==> config.mk <==
export PLATFORM = sky130hd
export DESIGN_NAME = keypad_matrix_scanner
export DESIGN_NICKNAME = d
export VERILOG_FILES = /design/src/rtl/keypad_matrix_scanner.sv
export SDC_FILE = /design/constraint.sdc
export NUM_CORES = 1
export LEC_CHECK = 0
export ABC_CLOCK_PERIOD_IN_PS = 4700
export BUFFER_PORTS_ARGS = -buffer_cell sky130_fd_sc_hd__buf_2
export CAP_MARGIN = 0
export CORE_ASPECT_RATIO = 0.8
export CORE_MARGIN = 4
export CORE_UTILIZATION = 50
export DETAILED_ROUTE_END_ITERATION = 10
export GPL_TIMING_DRIVEN = 0
export PLACE_DENSITY = 0.68
export SYNTH_ARGS = -nofsm -noshare
export SYNTH_HDL_FRONTEND = slang
export SYNTH_SLANG_ARGS = --single-unit
==> constraint.sdc <==
create_clock -name clk -period 4.7 [get_ports clk]
set_clock_uncertainty 0.05 [all_clocks]
set_input_delay 0.235 -clock clk [delete_from_list [all_inputs] [get_ports clk]]
set_output_delay 0.235 -clock clk [all_outputs]
set_load 0.05 [all_outputs]
==> src/rtl/keypad_matrix_scanner.sv <==
// 4x4 keypad scanner: strobes one active-low column per dwell, resolves one key
// per 4-column frame and debounces presses and releases over whole frames.
module keypad_matrix_scanner #(
    parameter int unsigned SCAN_DIV = 1000,
    parameter int unsigned DEBOUNCE = 8
) (
    input  logic       clk,
    input  logic       rst,
    input  logic [3:0] row,
    output logic [3:0] col,
    output logic [3:0] key_code,
    output logic       key_valid,
    output logic       key_held
);

    localparam int unsigned DIV_W = $clog2(SCAN_DIV);
    localparam int unsigned CNT_W = $clog2(DEBOUNCE + 1);
    localparam logic [DIV_W-1:0] DIV_LAST = DIV_W'(SCAN_DIV - 1);
    localparam logic [CNT_W-1:0] CNT_MAX  = CNT_W'(DEBOUNCE);

    typedef enum logic [1:0] {
        ST_IDLE,
        ST_DEBOUNCE,
        ST_PRESSED
    } state_t;

    logic [3:0]       row_s1_q, row_s1_d;
    logic [3:0]       row_s2_q, row_s2_d;
    logic [DIV_W-1:0] div_q, div_d;
    logic [3:0]       col_q, col_d;
    logic [1:0]       col_idx_q, col_idx_d;
    logic [1:0]       hits_q, hits_d;
    logic [3:0]       first_q, first_d;
    state_t           state_q, state_d;
    logic [3:0]       cand_q, cand_d;
    logic [CNT_W-1:0] match_cnt_q, match_cnt_d;
    logic [CNT_W-1:0] rel_cnt_q, rel_cnt_d;
    logic [3:0]       key_code_q, key_code_d;
    logic             key_valid_q, key_valid_d;
    logic             key_held_q, key_held_d;

    logic             sample;
    logic             frame_end;
    logic [2:0]       col_hits;
    logic [1:0]       low_row;
    logic             low_found;
    logic [2:0]       hits_sum;
    logic [1:0]       hits_new;
    logic [3:0]       first_new;
    logic             frame_key;
    logic [CNT_W-1:0] match_next;
    logic [CNT_W-1:0] rel_next;

    always_comb begin
        row_s1_d    = row;
        row_s2_d    = row_s1_q;
        div_d       = div_q;
        col_d       = col_q;
        col_idx_d   = col_idx_q;
        hits_d      = hits_q;
        first_d     = first_q;
        state_d     = state_q;
        cand_d      = cand_q;
        match_cnt_d = match_cnt_q;
        rel_cnt_d   = rel_cnt_q;
        key_code_d  = key_code_q;
        key_valid_d = 1'b0;
        key_held_d  = key_held_q;

        sample    = (div_q == DIV_LAST);
        frame_end = sample && (col_idx_q == 2'd3);

        col_hits  = '0;
        low_row   = '0;
        low_found = 1'b0;
        for (int unsigned i = 0; i < 4; i++) begin
            if (!row_s2_q[i]) begin
                col_hits = col_hits + 3'd1;
                if (!low_found) begin
                    low_row   = 2'(i);
                    low_found = 1'b1;
                end
            end
        end

        // Hit count saturates at 2: anything above one key is a reject.
        hits_sum  = {1'b0, hits_q} + col_hits;
        hits_new  = (hits_sum > 3'd1) ? 2'd2 : hits_sum[1:0];
        first_new = (hits_q == 2'd0 && low_found) ? {low_row, col_idx_q} : first_q;
        frame_key = frame_end && (hits_new == 2'd1);

        match_next = (match_cnt_q == CNT_MAX) ? CNT_MAX : match_cnt_q + 1'b1;
        rel_next   = (rel_cnt_q == CNT_MAX) ? CNT_MAX : rel_cnt_q + 1'b1;

        if (sample) begin
            div_d     = '0;
            col_d     = {col_q[2:0], col_q[3]};
            col_idx_d = col_idx_q + 2'd1;
            if (frame_end) begin
                hits_d  = '0;
                first_d = '0;
            end else begin
                hits_d  = hits_new;
                first_d = first_new;
            end
        end else begin
            div_d = div_q + 1'b1;
        end

        if (frame_end) begin
            unique case (state_q)
                ST_IDLE: begin
                    if (frame_key) begin
                        cand_d      = first_new;
                        match_cnt_d = CNT_W'(1);
                        if (DEBOUNCE == 1) begin
                            state_d     = ST_PRESSED;
                            key_code_d  = first_new;
                            key_valid_d = 1'b1;
                            key_held_d  = 1'b1;
                            rel_cnt_d   = '0;
                        end else begin
                            state_d = ST_DEBOUNCE;
                        end
                    end
                end
                ST_DEBOUNCE: begin
                    if (frame_key && first_new == cand_q) begin
                        match_cnt_d = match_next;
                        if (match_next == CNT_MAX) begin
                            state_d     = ST_PRESSED;
                            key_code_d  = cand_q;
                            key_valid_d = 1'b1;
                            key_held_d  = 1'b1;
                            rel_cnt_d   = '0;
                        end
                    end else begin
                        state_d     = ST_IDLE;
                        match_cnt_d = '0;
                    end
                end
                ST_PRESSED: begin
                    if (frame_key && first_new == cand_q) begin
                        rel_cnt_d = '0;
                    end else if (rel_next == CNT_MAX) begin
                        state_d     = ST_IDLE;
                        key_held_d  = 1'b0;
                        match_cnt_d = '0;
                        rel_cnt_d   = '0;
                    end else begin
                        rel_cnt_d = rel_next;
                    end
                end
                default: state_d = ST_IDLE;
            endcase
        end
    end

    always_ff @(posedge clk) begin
        if (rst) begin
            row_s1_q    <= 4'b1111;
            row_s2_q    <= 4'b1111;
            div_q       <= '0;
            col_q       <= 4'b1110;
            col_idx_q   <= '0;
            hits_q      <= '0;
            first_q     <= '0;
            state_q     <= ST_IDLE;
            cand_q      <= '0;
            match_cnt_q <= '0;
            rel_cnt_q   <= '0;
            key_code_q  <= '0;
            key_valid_q <= 1'b0;
            key_held_q  <= 1'b0;
        end else begin
            row_s1_q    <= row_s1_d;
            row_s2_q    <= row_s2_d;
            div_q       <= div_d;
            col_q       <= col_d;
            col_idx_q   <= col_idx_d;
            hits_q      <= hits_d;
            first_q     <= first_d;
            state_q     <= state_d;
            cand_q      <= cand_d;
            match_cnt_q <= match_cnt_d;
            rel_cnt_q   <= rel_cnt_d;
            key_code_q  <= key_code_d;
            key_valid_q <= key_valid_d;
            key_held_q  <= key_held_d;
        end
    end

    assign col       = col_q;
    assign key_code  = key_code_q;
    assign key_valid = key_valid_q;
    assign key_held  = key_held_q;

endmodule

Word-level counts from Yosys, hierarchy flattened
Cells that the tools add are included.

Add/sub/neg operators: 8. $lt $le $gt $ge: 1. Eq/ne operators: 16. Mux-type cells: 42. Bitwise gates (word level): 3. Reductions and logical operators: 16.

Operators by type and width (count): 2-to-1 mux 4 bit (12); 2-to-1 mux 2 bit (11); == test 4 bit, second input constant (4); 2-to-1 mux 1 bit (12); case mux 4 bit (3 select lines) (1); adder 10 x 1 -> 10 bit, second input constant (1); == test 10 bit, second input constant (1); != test 2 bit, second input constant (5); AND reduction 5 bit (2); adder 3 x 1 -> 3 bit, second input constant (3); 2-to-1 mux 3 bit (3); adder 4 x 1 -> 4 bit, second input constant (2); case mux 4 bit (2 select lines) (1); AND reduction 4 bit (2); case mux 2 bit (3 select lines) (1); AND reduction 6 bit (1); == test 2 x 1 -> 1 bit, second input constant (2); == test 2 bit, second input constant (2); == test 4 bit (1); logical AND 1 bit (4); logical NOT 2 bit (2); OR reduction 4 bit (1); adder 2 x 3 -> 3 bit (1); greater-than comparator 3 x 1 -> 1 bit, second input constant (1); other kinds (8) (10).

Bits in registers: 50. Bits of input ports: 6. Output and inout port bits: 10. Logic and storage cells: 100.

Logic depth before layout (Yosys ltp)
Gate-level depths: netlist of run 1.

Word-level depth: 15. Gate-level depth with buffers: 13. Gate-level depth less buffers: 13.

Least setup slack after synthesis of run 1
OpenSTA, ideal clock, no wires.

Path type: register -> register. Start: register row_s2_q[0]. End: register match_cnt_q[1]. Library setup time: 70 ps. Arrival: 3209 ps. Data required time: 4580 ps. Setup slack: 1370 ps. Stages on the path, launching flop included: 13. Path buffers: 0. Clock period less this slack: 3330 ps. Path through: dfxtp_1 -> inv_1 -> ha_1 -> xnor2_1 -> ha_1 -> mux2i_1 -> fa_1 -> xnor3_1 -> o21ai_0 -> nand4b_1 -> a31o_2 -> or4_1 -> a21oi_1.

Word-level cells in the longest chain between the ends: 15. Elaborated cells on any way between the ends: 31. Classes of those cells: 4 x add/sub; 1 x order compare; 4 x eq/ne; 18 x mux; 4 x reduce/logical.

Ends and longest elaborated chain: start: declaration (line 28) `logic [3:0] row_s2_q, row_s2_d;`; start signal: assignment (line 177) `row_s2_q <= row_s2_d;`; 2-to-1 mux 1 bit (line 77) `if (!row_s2_q[i]) begin`; adder 3 x 1 -> 3 bit (line 78) `col_hits = col_hits + 3'd1;`; 2-to-1 mux 3 bit (line 77); adder 3 x 1 -> 3 bit (line 78); 2-to-1 mux 3 bit (line 77); adder 3 x 1 -> 3 bit (line 78); 2-to-1 mux 3 bit (line 77); adder 2 x 3 -> 3 bit (line 87) `hits_sum = {1'b0, hits_q} + col_hits;`; greater-than comparator 3 x 1 -> 1 bit (line 88) `hits_new = (hits_sum > 3'd1) ? 2'd2 : hits_sum[1:0];`; 2-to-1 mux 2 bit (line 88); == test 2 x 1 -> 1 bit (line 90) `frame_key = frame_end && (hits_new == 2'd1);`; logical AND 1 bit (line 90); logical AND 1 bit (line 128, 143); != test 2 bit (no source line) or 2-to-1 mux 4 bit (tied branches); AND reduction 5 bit (no source line) or case mux 4 bit (3 select lines) (tied branches); end signal: assignment (line 185) `match_cnt_q <= match_cnt_d;`; end: declaration (line 36) `logic [CNT_W-1:0] match_cnt_q, match_cnt_d;`.

Parallel ways exist; a longest one is shown, timed or not. A chain may end at the register's enable or synchronous reset.

Final worst setup path of run 1
Start: register row_s2_q[0]. End: register match_cnt_q[3].

The elaborated chain is that of the path after synthesis.

==> results of run 1 <==
cells by family (layout without fill, tap and decap cells):
logic type | count (synthesis) | in the layout | share of synthesized area (%)
flops | 50 | 50 | 37.95
xor+xnor | 16 | 16 | 5.835
compound gates | 53 | 53 | 13.66
simple gates | 133 | 133 | 26.42
mux | 9 | 9 | 3.605
fa+ha+maj | 17 | 17 | 8.349
buf+inv | 26 | 49 | 4.174
cell usage in the layout (no fill, tap or decap), types with 3 or more instances in the layout:
master,synthesis,layout
mux2i_1,8,8
a21o_1,3,3
nand3b_1,4,4
nand2b_1,8,8
inv_1,14,14
or2_2,10,10
ha_1,16,16
dfxtp_1,50,50
nor3_1,8,8
nand3_1,13,13
nand4b_1,3,3
xnor2_1,8,8
clkbuf_8,0,5
clkbuf_1,9,9
buf_2,1,16
o21ai_0,10,10
nand2_1,25,25
a21oi_1,19,19
nor2_1,35,35
nand4_1,4,4
a211oi_1,5,5
xor2_1,7,7
and3_1,6,6
or4_1,3,3
layout make-up:
cell class | count | share of cell area (%)
clock inverters | 3 | 1.636
clock buffers | 5 | 2.368
well taps | 62 | 2.669
inverters | 14 | 1.808
flip-flops and latches | 50 | 34.44
multi-input cells | 228 | 52.52
plain buffers | 12 | 1.980
repair buffers | 15 | 2.583
routing by layer:
layer  track usage (%)  routed length, µm  up-vias  part of all wire (%)
met5                 0                  0        -                     0
met4             4.793                 41        0                  0.78
met3             3.386                201        4                   3.8
met2             26.25               2298       36                    44
met1             25.21               2708      989                    52
li1                  -                  -     1110                     -
path summary, 6_finish.rpt:
kind / startpoint / endpoint / slack, ps / cells past startpoint
setup / recovery: row_s2_q[0]$_SDFF_PP1_ / match_cnt_q[3]$_SDFFE_PP0P_ / 1090 / 13
hold / removal: row[0] / row_s1_q[0]$_SDFF_PP1_ / 60 / 2
setup reg to reg: row_s2_q[0]$_SDFF_PP1_ / match_cnt_q[3]$_SDFFE_PP0P_ / 1090 / 13
hold reg to reg: row_s1_q[0]$_SDFF_PP1_ / row_s2_q[0]$_SDFF_PP1_ / 370 / 1
metrics by stage:
stage	util (%)	cells	hold WS (ps)	area, µm²
floorplan	-	304	288.8	2638
global placement	55.09	381	342.9	2790
detailed placement	55.09	381	342.8	2790
CTS	57.39	389	48.16	2907
global route	57.39	389	51.11	2907
finish	57.39	389	55.67	2907
worst max-delay path: cells and delay by family (launching register included):
kind | cells | cell delay, ps
AND/OR/NAND/NOR | 2 | 630
flip-flops | 1 | 400
adder cells (fa/ha/maj) | 3 | 850
XOR/XNOR | 3 | 850
buffers and inverters | 2 | 110
AO/OA/AOI/OAI | 3 | 650
flip-flops by register name (all words and copies together), names as in the netlist, 2 cells and up:
register	cells
cand_q	4
col	4
hits_q	2
div_q	10
key_code	4
col_idx_q	2
rel_cnt_q	4
state_q	2
first_q	4
row_s1_q	4
match_cnt_q	4
row_s2_q	4
synth_stat cells, types with 2 or more instances:
cell type and number:
a211oi_1 5, a21o_1 3, a21oi_1 19, a22o_1 2, a31oi_1 2, and3_1 6
and4_1 2, clkbuf_1 9, dfxtp_1 50, ha_1 16, inv_1 14, mux2i_1 8
nand2_1 25, nand2b_1 8, nand3_1 13, nand3b_1 4, nand4_1 4, nand4b_1 3
nor2_1 35, nor2b_1 2, nor3_1 8, o21ai_0 10, or2_2 10, or3_1 2
or4_1 3, xnor2_1 8, xor2_1 7
power groups by stage:
stage / Sequential (mW) / Combinational (mW) / Clock, mW
after detailed placement: 0.443 / 0.0570 / 0
after global routing: 0.434 / 0.0643 / 0.341
after global placement: 0.443 / 0.0570 / 0
final: 0.433 / 0.0575 / 0.316
after floorplan: 0.442 / 0.0437 / 0
after CTS: 0.433 / 0.0573 / 0.323
==> reports/qor.tcl, run 1 <==
set qor(top_level_ports) 16
set qor(hold_path.class) {in2reg}
set qor(crit_path_launch_type) {flop}
set qor(p_switching_uw) 191.7
set qor(synth.top_cell.area_share_pct) 37.95
set qor(pwr-share-seq_pct) 53.7
set qor(final-setup-viol-count) 0
set qor(grt_pass1_vias) 1975
set qor(postLayoutSetupSlackWorst_ps) 1085
set qor(root_buffer) {clkbuf_8}
set qor(syn_inst) 304
set qor(clock_sinks) 50
set qor(path_clk_slew_ps) 100
set qor(maximum_number_of_pins_on_one_net_before_global_route_repair) 18
set qor(design.die.area_mm2) 0.006508
set qor(power.share.combinational_pct) 7.1
set qor(setup_tns_ps) 0
set qor(total_power_uw) 806.4
set qor(detailroute.via_count) 2139
set qor(top_reg_cell_synth) {dfxtp_1}
set qor(syn-num-nets) 327
set qor(swShare_pct) 23.77
set qor(yosys_warnings) 0
set qor(floorplan.rows) 23
set qor(fp.coreArea_mm2) 0.005065
set qor(yosys.cell_types.count) 53
set qor(post_cts.resized_instances) 0
set qor(slew_headroom_pct) 47.99
set qor(grt_setup_unrepaired) {no}
set qor(tritoncts) {done}
set qor(clock_power_share_pct) 39.2
set qor(grt_antenna_before_repair) 0
set qor(synthArstFlopShare_pct) 0
set qor(cts_hold_repair.buffers) 0
set qor(detail_route.drc_violations) 0
set qor(critPathSlowestCell) {or4_1}
set qor(die_h_um) 72.96
set qor(initial_utilization_pct) 52.08
set qor(tritoncts.num_buffers) 5
set qor(cts_max_level) 2
set qor(ant_nets) 0
set qor(end_kind) {flop}
set qor(static-leakage-power_nw) 1.166
set qor(syn-cell-area_mm2) 0.002638
set qor(actual_transition_at_the_worst_max_transition_pin_ps) 773.0
set qor(yosys-top-cells-area) {dfxtp_1 (38%), ha_1 (7.6%), nor2_1 (5.0%)}
set qor(min_period_ps) 3615
set qor(hold_viol_final) 0
set qor(drt_pass1_iterations) 4
set qor(crit_path_arrival_time_ps) 3800
set qor(max_stage_delay_ps) 500
set qor(worstPathRequired_ps) 4880
set qor(irDropWorstVdd_mv) 0.1800
set qor(grt_first_pass_wirelength_mm) 9.039
set qor(worstPathCellList) {inv_1 -> ha_1 -> xnor2_1 -> xnor2_1 -> ha_1 -> inv_1 -> fa_1 -> xnor3_1 -> o21ai_0 -> nand4b_1 -> a31o_2 -> or4_1 -> a21oi_1}
set qor(pins_over_slew_limit) 0
set qor(maxCapViolations) 0
set qor(gpl.final_weighted_congestion) 0.8442
set qor(detailed_place_hpwl_mm) 3.847
set qor(final_min_period_over_clock_period_pct) 76.91
set qor(netlist.top_cell.by_area) {dfxtp_1}
set qor(clk_latency_ps) 300
set qor(area_used_by_sequential_logic_in_the_layout_mm2) 0.001001
set qor(detail_route.wl_per_cell_um) 13.50
set qor(timing_worst_setup_path_type) {reg2reg}
set qor(num-fill-cells) 462
set qor(power_per_cell_area_mw_per_mm2) 277.4
set qor(fraction_of_layout_instances_using_a_drive_strength_above_1_pct) 13.15
set qor(synth_edf_count) 0
set qor(multi_input_area_mm2) 0.001526
set qor(port_buffers) 15
set qor(syn-mean-instance-area_um2) 8.676
set qor(ys_seq_elements) 50
set qor(area_growth_syn_to_fin_pct) 10.20
set qor(synth.yosys.seq_area_share_pct) 37.95
set qor(post_drt_via_cell_ratio) 5.499
set qor(detail_route.iter0.violations) 133
set qor(status) {completed}
set qor(layout.nets) 349
set qor(achievable-frequency_ghz) 0.2766
set qor(width_of_the_die_um) 89.20
set qor(wl_mm) 5.250
set qor(pre_cts_slack_ps) 1135
set qor(cts-root-to-sink-buffers) 2
set qor(total_setup_buffers_inserted_after_cts) 0
set qor(cell_internal_pwr_uw) 614.7
set qor(num_antenna_cells) 0
set qor(crit_path_max_fanout) 5
set qor(overflow) 0
set qor(track_usage_pct) 17.37
No activity file was read; power rests on OpenSTA's default activity.
==> inputs of run 2 (changes only) <==
ABC_AREA = 1   (was unset)
ABC_CLOCK_PERIOD_IN_PS = 3600   (was 4700)
PLACE_DENSITY = 0.67   (was 0.68)
clock period = 3.6 ns   (was 4.7 ns; I/O delays follow)
==> run 2 against run 1 <==
  * Utilization is 0.79 points higher
  * Register-to-register slack got worse by 690 ps
  * Clock power up 53%
  * First-iteration DRC count is 18% lower
==> reports/qor.tcl, run 2 <==
set qor(status) {completed}
set qor(clock_power_share_pct) 42.1 ;# +2.9 points
set qor(top_level_ports) 16 ;# unchanged
set qor(num_antenna_cells) 0 ;# unchanged
set qor(overflow) 0 ;# unchanged
set qor(detailed_place_hpwl_mm) 4.165 ;# +8.3%
set qor(floorplan.rows) 24 ;# +4.3%
set qor(worstPathRequired_ps) 3730 ;# -1150 ps
set qor(final_min_period_over_clock_period_pct) 89.08 ;# +12 points
set qor(swShare_pct) 22.42 ;# -1.4 points
set qor(track_usage_pct) 16.87 ;# -0.49 points
set qor(final-setup-viol-count) 0 ;# unchanged
set qor(synthArstFlopShare_pct) 0 ;# unchanged
set qor(post_drt_via_cell_ratio) 4.903 ;# -11%
set qor(critical_path.reg2reg.endpoint) {key_code[1]$_SDFFE_PP0P_}
set qor(largest_register_ff_count) 10 ;# unchanged
set qor(timing_worst_setup_path_type) {reg2reg}
set qor(initial_utilization_pct) 51.76 ;# -0.31 points
set qor(design.die.area_mm2) 0.006933 ;# +6.5%
set qor(detail_route.drc_violations) 0 ;# unchanged
set qor(clock_sinks) 50 ;# unchanged
set qor(cp_top_family) {simple AND/OR/NAND/NOR gates}
set qor(port_buffers) 14 ;# -1
set qor(detail_route.wl_per_cell_um) 11.39 ;# -16%
set qor(top_reg_cell_synth) {dfxtp_1}
set qor(detailroute.via_count) 2329 ;# +8.9%
set qor(crit_path_max_fanout) 7 ;# +2
set qor(setup_tns_ps) 0 ;# unchanged
set qor(yosys_warnings) 0 ;# unchanged
set qor(netlist.top_cell.by_area) {dfxtp_1}
set qor(crit_path_launch_type) {flop}
set qor(pwr-share-seq_pct) 48.9 ;# -4.8 points
set qor(hold_path_depth) 2 ;# unchanged
set qor(hold-worst-slack_ps) 285.3 ;# +229.7 ps
set qor(max_stage_delay_ps) 440 ;# -60 ps
set qor(width_of_the_die_um) 92.10 ;# +3.2%
set qor(cell_internal_pwr_uw) 893.6 ;# +45%
set qor(fraction_of_layout_instances_using_a_drive_strength_above_1_pct) 19.14 ;# +6.0 points
set qor(syn-cell-area_mm2) 0.002829 ;# +7.3%
set qor(synth_top_cells_by_count) {nand2_1 (61), dfxtp_1 (50), inv_1 (46), nand3_1 (36), nor2_1 (30)}
set qor(end_kind) {flop}
set qor(detail_route.iter0.violations) 109 ;# -18%
set qor(maxCapViolations) 0 ;# unchanged
set qor(crit_path_arrival_time_ps) 3340 ;# -460 ps
set qor(count_leader_synth) {nand2_1}
set qor(num-fill-cells) 545 ;# +18%
set qor(grt_setup_unrepaired) {no}
set qor(slew_headroom_pct) 65.22 ;# +17 points
set qor(maximum_number_of_pins_on_one_net_before_global_route_repair) 16 ;# -2
set qor(power.share.combinational_pct) 9.0 ;# +1.9 points
set qor(power_per_cell_area_mw_per_mm2) 362.3 ;# +31%
set qor(syn_inst) 371 ;# +22%
set qor(synth.yosys.seq_area_share_pct) 35.38 ;# -2.6 points
set qor(cp_num_buf_inv) 4 ;# +2
set qor(pins_over_slew_limit) 0 ;# unchanged
set qor(syn-num-nets) 394 ;# +20%
set qor(fp.coreArea_mm2) 0.005465 ;# +7.9%
set qor(final_common_cell) {nand2_1}
set qor(rr_startpoint) {row_s2_q[0]$_SDFF_PP1_}
set qor(area_growth_syn_to_fin_pct) 12.38
set qor(grt_pass1_vias) 2116 ;# +7.1%
set qor(total_setup_buffers_inserted_after_cts) 0 ;# unchanged
set qor(met2_usage_pct) 26.38 ;# +0.13 points
set qor(post_cts.resized_instances) 0 ;# unchanged
set qor(rr_worst_depth) 20 ;# +7
set qor(static-leakage-power_nw) 1.393 ;# +20%
set qor(gr-usage-met3_pct) 3.197 ;# -0.19 points
set qor(crit_path_end) {key_code[1]$_SDFFE_PP0P_}
set qor(grt_first_pass_wirelength_mm) 9.404 ;# +4.0%
set qor(hold_viol_final) 0 ;# unchanged
set qor(root_buffer) {clkbuf_8}
set qor(tritoncts.num_buffers) 5 ;# unchanged
set qor(tritoncts) {done}
set qor(worstPathCellList) {inv_1 -> ha_1 -> or2_2 -> nand2_1 -> inv_1 -> ha_1 -> o21ai_0 -> fa_1 -> inv_1 -> nand2_1 -> nand2_1 -> nand2_1 -> nand2_1 -> nand2_2 -> nor2_4 -> nand4_4 -> clkinv_2 -> nand2_2 -> nand2_1 -> a21oi_1}
set qor(timing.critical_path.mode_cell) {nand2_1}
set qor(achievable-frequency_ghz) 0.3118 ;# +13%
set qor(layout.nets) 419 ;# +20%
set qor(syn-mean-instance-area_um2) 7.625 ;# -12%
set qor(drt_pass1_iterations) 4 ;# unchanged
set qor(logic_depth_of_the_worst_path_buffers_included) 20 ;# +7
set qor(cts_max_level) 2 ;# unchanged
set qor(grt_antenna_before_repair) 0 ;# unchanged
set qor(hold_path.class) {in2reg}
set qor(critPathSlowestCell) {fa_1}
set qor(final_cell_mix) {nand2_1 (61), dfxtp_1 (50), inv_1 (46)}
set qor(cts-root-to-sink-buffers) 2 ;# unchanged
set qor(largest_register) {div_q}
set qor(grt_busiest_layer) {met2}
set qor(irDropWorstVdd_mv) 0.2639 ;# +47%
set qor(crit_start) {row_s2_q[0]$_SDFF_PP1_}
set qor(path_clk_slew_ps) 100 ;# about the same
set qor(yosys-top-cells-area) {dfxtp_1 (35%), nand2_1 (8.1%), ha_1 (7.1%)}
set qor(clk_latency_ps) 310 ;# about the same
set qor(yosys.cell_types.count) 42 ;# -21%
set qor(wl_mm) 5.410 ;# +3.0%
set qor(die_h_um) 75.28 ;# +3.2%
set qor(synth_edf_count) 0 ;# unchanged
set qor(reg2reg_slack_ps) 390 ;# -690 ps
set qor(min_period_ps) 3207 ;# -408.2 ps
set qor(ys_seq_elements) 50 ;# unchanged
set qor(ant_nets) 0 ;# unchanged
set qor(groute.layer.met1.usage_pct) 23.40 ;# -1.8 points
set qor(synth.top_cell.area_share_pct) 35.38 ;# -2.6 points
set qor(gpl.final_weighted_congestion) 0.8352 ;# -1.1%
set qor(actual_transition_at_the_worst_max_transition_pin_ps) 521.8 ;# -251.2 ps
set qor(p_switching_uw) 258.2 ;# +35%
-- run 2: cell type report --
cell class / count / area [µm²] / share of cell area, %
multi-input cells: 262 / 1600 / 50.33
flip-flops and latches: 50 / 1001 / 31.48
inverters: 51 / 192.7 / 6.061
repair buffers: 18 / 110.1 / 3.463
well taps: 78 / 97.59 / 3.070
clock buffers: 6 / 82.58 / 2.597
clock inverters: 2 / 60.06 / 1.889
plain buffers: 8 / 35.03 / 1.102
-- run 2: cell families (layout without fill, tap and decap cells) --
logic type      Yosys count  in the layout  share of synthesized area, %
simple gates            190            190                         38.08
buf+inv                  59             85                         8.049
compound gates           51             51                         9.465
flops                    50             50                         35.38
fa+ha+maj                17             17                         7.784
xor+xnor                  4              4                         1.239
-- run 2: power groups by stage --
stage	Combinational (mW)	Clock [mW]	Sequential, mW
3_3_place_gp	0.0981	0	0.576
5_1_grt	0.117	0.517	0.565
3_5_place_dp	0.100	0	0.576
6_report	0.103	0.485	0.563
2_1_floorplan	0.0814	0	0.576
4_1_cts	0.104	0.499	0.564
-- run 2: worst min-delay path by stage --
stage	end	slack (ps)	start
after global placement	row_s1_q[0]$_SDFF_PP1_	310	row[0]
after CTS	row_s1_q[3]$_SDFF_PP1_	290	rst
final	row_s1_q[3]$_SDFF_PP1_	290	rst
after detailed placement	row_s1_q[2]$_SDFF_PP1_	310	row[2]
after global routing	row_s1_q[3]$_SDFF_PP1_	330	rst
after floorplan	row_s1_q[0]$_SDFF_PP1_	230	row[0]
-- run 2: stage by stage --
step                worst slack [ps]  util (%)  cell area (µm²)  cells  power, mW
finish                         393.3     58.17             3179    475      1.152
CTS                            391.5     58.17             3179    475      1.167
global placement               472.6     54.83             2997    463     0.6743
global route                   66.20     58.17             3179    475      1.198
detailed placement             417.0     54.83             2997    463     0.6767
floorplan                      729.0         -             2829    371     0.6571
-- run 2: worst reg2reg max path: cells and delay by family (launching register included) --
| kind | cells | cell delay [ps] |
|---|---|---|
| and+or+nand+nor | 11 | 1270 |
| buffers and inverters | 4 | 330 |
| AOI/OAI and AO/OA | 2 | 160 |
| adders and majority gates | 3 | 900 |
| DFF | 1 | 390 |
-- run 2: repair_timing --
item | in CTS | in global routing
endpoints found under the setup margin | 0 | 0
hold endpoints to repair | 4 | 0
hold buffers | 4 | 0
-- run 2: per-layer routing --
layer / share of wire [%] / wire length, µm / up-vias
li1: - / - / 1252
met1: 53 / 2868 / 1045
met2: 42 / 2286 / 26
met3: 3.5 / 192 / 6
met4: 1.1 / 62 / 0
met5: 0 / 0 / -
==> inputs of run 3 (changes only) <==
ABC_AREA = 0   (was 1)
PLACE_DENSITY = 0.68   (was 0.67)
==> run 3 against run 2 <==
  * Utilization increased by 0.13 points
  * Sequential power about the same
  * Cell count down 17%
  * Clock-buffer cell count shrank 1
  * Routed wire length is 2.0% lower
  * Combinational power shrank 23%
  * Via count shrank 7.5%
  * Power shrank 8.4%
  * Flip-flop and latch count unchanged
  * Largest power group unchanged
==> reports/qor.tcl, run 3 (synthesized netlist as in run 1, its figures left out) <==
set qor(detail_route.wl_per_cell_um) 13.49 ;# +18%
set qor(ant_nets) 0 ;# unchanged
set qor(detailroute.via_count) 2154 ;# -7.5%
set qor(overflow) 0 ;# unchanged
set qor(status) {completed}
set qor(die_h_um) 72.96 ;# -3.1%
set qor(grt_antenna_before_repair) 0 ;# unchanged
set qor(grt_first_pass_wirelength_mm) 9.080 ;# -3.4%
set qor(track_usage_pct) 17.46 ;# +0.59 points
set qor(irDropWorstVdd_mv) 0.2332 ;# -12%
set qor(critical_path.reg2reg.endpoint) {match_cnt_q[3]$_SDFFE_PP0P_}
set qor(tritoncts.num_buffers) 5 ;# unchanged
set qor(clk_latency_ps) 300 ;# about the same
set qor(end_kind) {flop}
set qor(grt_pass1_vias) 1987 ;# -6.1%
set qor(width_of_the_die_um) 89.20 ;# -3.1%
set qor(detail_route.drc_violations) 0 ;# unchanged
set qor(grt_setup_unrepaired) {no}
set qor(design.die.area_mm2) 0.006508 ;# -6.1%
set qor(layout.nets) 353 ;# -16%
set qor(port_buffers) 15 ;# +1
set qor(crit_path_end) {match_cnt_q[3]$_SDFFE_PP0P_}
set qor(post_drt_via_cell_ratio) 5.481 ;# +12%
set qor(detailed_place_hpwl_mm) 3.847 ;# -7.6%
set qor(gpl.final_weighted_congestion) 0.8442 ;# +1.1%
set qor(path_clk_slew_ps) 100 ;# about the same
set qor(area_growth_syn_to_fin_pct) 11.95
set qor(num-fill-cells) 459 ;# -16%
set qor(fp.coreArea_mm2) 0.005065 ;# -7.3%
set qor(largest_register) {div_q}
set qor(num_antenna_cells) 0 ;# unchanged
set qor(final_min_period_over_clock_period_pct) 94.20 ;# +5.1 points
set qor(hold_viol_final) 0 ;# unchanged
set qor(crit_path_launch_type) {flop}
set qor(maximum_number_of_pins_on_one_net_before_global_route_repair) 18 ;# +2
set qor(maxCapViolations) 0 ;# unchanged
set qor(hold_path.class) {in2reg}
set qor(total_setup_buffers_inserted_after_cts) 0 ;# unchanged
set qor(crit_path_arrival_time_ps) 3570 ;# +230 ps
set qor(fraction_of_layout_instances_using_a_drive_strength_above_1_pct) 13.29 ;# -5.9 points
set qor(rr_worst_depth) 13 ;# -35%
set qor(timing_worst_setup_path_type) {reg2reg}
set qor(pins_over_slew_limit) 0 ;# unchanged
set qor(final_common_cell) {dfxtp_1}
set qor(crit_start) {row_s2_q[0]$_SDFF_PP1_}
set qor(setup_tns_ps) 0 ;# unchanged
set qor(top_level_ports) 16 ;# unchanged
set qor(detail_route.iter0.violations) 95 ;# -13%
set qor(crit_path_max_fanout) 5 ;# -2
set qor(root_buffer) {clkbuf_8}
set qor(initial_utilization_pct) 52.08 ;# +0.31 points
set qor(worstPathRequired_ps) 3780 ;# +50 ps
set qor(final_cell_mix) {dfxtp_1 (50), nor2_1 (35), nand2_1 (25)}
set qor(cts_max_level) 2 ;# unchanged
set qor(cts-root-to-sink-buffers) 2 ;# unchanged
set qor(achievable-frequency_ghz) 0.2949 ;# -5.4%
set qor(clock_sinks) 50 ;# unchanged
set qor(rr_startpoint) {row_s2_q[0]$_SDFF_PP1_}
set qor(power_per_cell_area_mw_per_mm2) 357.5 ;# -1.3%
set qor(floorplan.rows) 23 ;# -4.2%
set qor(final_core_utilization_pct) 58.30 ;# +0.13 points
set qor(reg2reg_slack_ps) 210 ;# -180 ps
set qor(tritoncts) {done}
set qor(drt_pass1_iterations) 5 ;# +1
set qor(static-leakage-power_nw) 1.183 ;# -15%
set qor(wl_mm) 5.301 ;# -2.0%
set qor(slew_headroom_pct) 46.40 ;# -19 points
set qor(final-setup-viol-count) 0 ;# unchanged
set qor(min_period_ps) 3391 ;# +184.6 ps
set qor(actual_transition_at_the_worst_max_transition_pin_ps) 796.6 ;# +274.8 ps
set qor(largest_register_ff_count) 10 ;# unchanged
run 3: cell types whose count changed in the layout (fill, tap and decap cells not counted), sizes merged, moves of 8 or more:
| cell | before | now |
|---|---|---|
| inv | 50 | 16 |
| mux2i | 0 | 8 |
| nand2 | 75 | 25 |
| nand2b | 0 | 8 |
| nand3 | 39 | 13 |
| o21ai | 20 | 10 |
run 3: what timing repair did:
action,in CTS,in global routing
endpoints found under the setup margin,2,4
hold endpoints to repair,3,1
hold buffers,3,1
resized for setup,1,2
pin swaps,0,1
cloned,0,0
run 3: power by group:
| group | total (mW) | switching [mW] | internal, mW |
|---|---|---|---|
| clock | 0.411 | 0.198 | 0.212 |
| combinational | 0.0798 | 0.0458 | 0.0340 |
| sequential | 0.565 | 0.00534 | 0.560 |
run 3: worst min-delay path by stage:
stage	cells past startpoint	from	slack, ps	to
floorplan	1	row[0]	230	row_s1_q[0]$_SDFF_PP1_
global placement	2	row[2]	310	row_s1_q[2]$_SDFF_PP1_
detailed placement	2	row[3]	320	row_s1_q[3]$_SDFF_PP1_
CTS	2	row[1]	5	row_s1_q[1]$_SDFF_PP1_
global route	3	rst	210	match_cnt_q[2]$_SDFFE_PP0P_
finish	3	rst	190	match_cnt_q[2]$_SDFFE_PP0P_
run 3: routing by layer:
layer | part of all wire (%) | GRT usage, % | up-vias
met4 | 0.51 | 4.793 | 0
met1 | 51 | 25.28 | 1001
li1 | - | - | 1116
met5 | 0 | 0 | -
met2 | 45 | 26.49 | 35
met3 | 3.7 | 3.386 | 2
run 3: final cells by class:
cell class | instances | area [µm²] | share of cell area (%)
flip-flops and latches | 50 | 1001 | 33.90
repair buffers | 19 | 115.1 | 3.898
multi-input cells | 228 | 1533 | 51.91
well taps | 62 | 77.57 | 2.627
clock buffers | 5 | 68.82 | 2.331
clock inverters | 3 | 47.55 | 1.610
plain buffers | 12 | 57.56 | 1.949
inverters | 14 | 52.55 | 1.780
run 3: per-stage QoR:
stage / cell area (µm²) / cells / worst slack, ps / hold WS, ps / power (mW)
floorplan: 2638 / 304 / 270.1 / 233.8 / 0.6340
detailed placement: 2790 / 381 / 35.17 / 316.1 / 0.6523
finish: 2953 / 393 / 208.6 / 190.0 / 1.056
global placement: 2790 / 381 / 38.35 / 313.2 / 0.6522
CTS: 2937 / 392 / 32.20 / 4.966 / 1.064
global route: 2953 / 393 / 8.610 / 206.2 / 1.101
run 3: worst max-delay path, cell delays in order, from the launching register on:
cell and delay (ps):
dfxtp_1 400, inv_1 60, ha_1 320, xnor2_1 240, xnor2_1 150, ha_1 160
inv_1 50, fa_1 370, xnor3_2 310, o21ai_1 190, nand4b_1 120, a31o_2 250
or4_1 500, a21oi_1 150
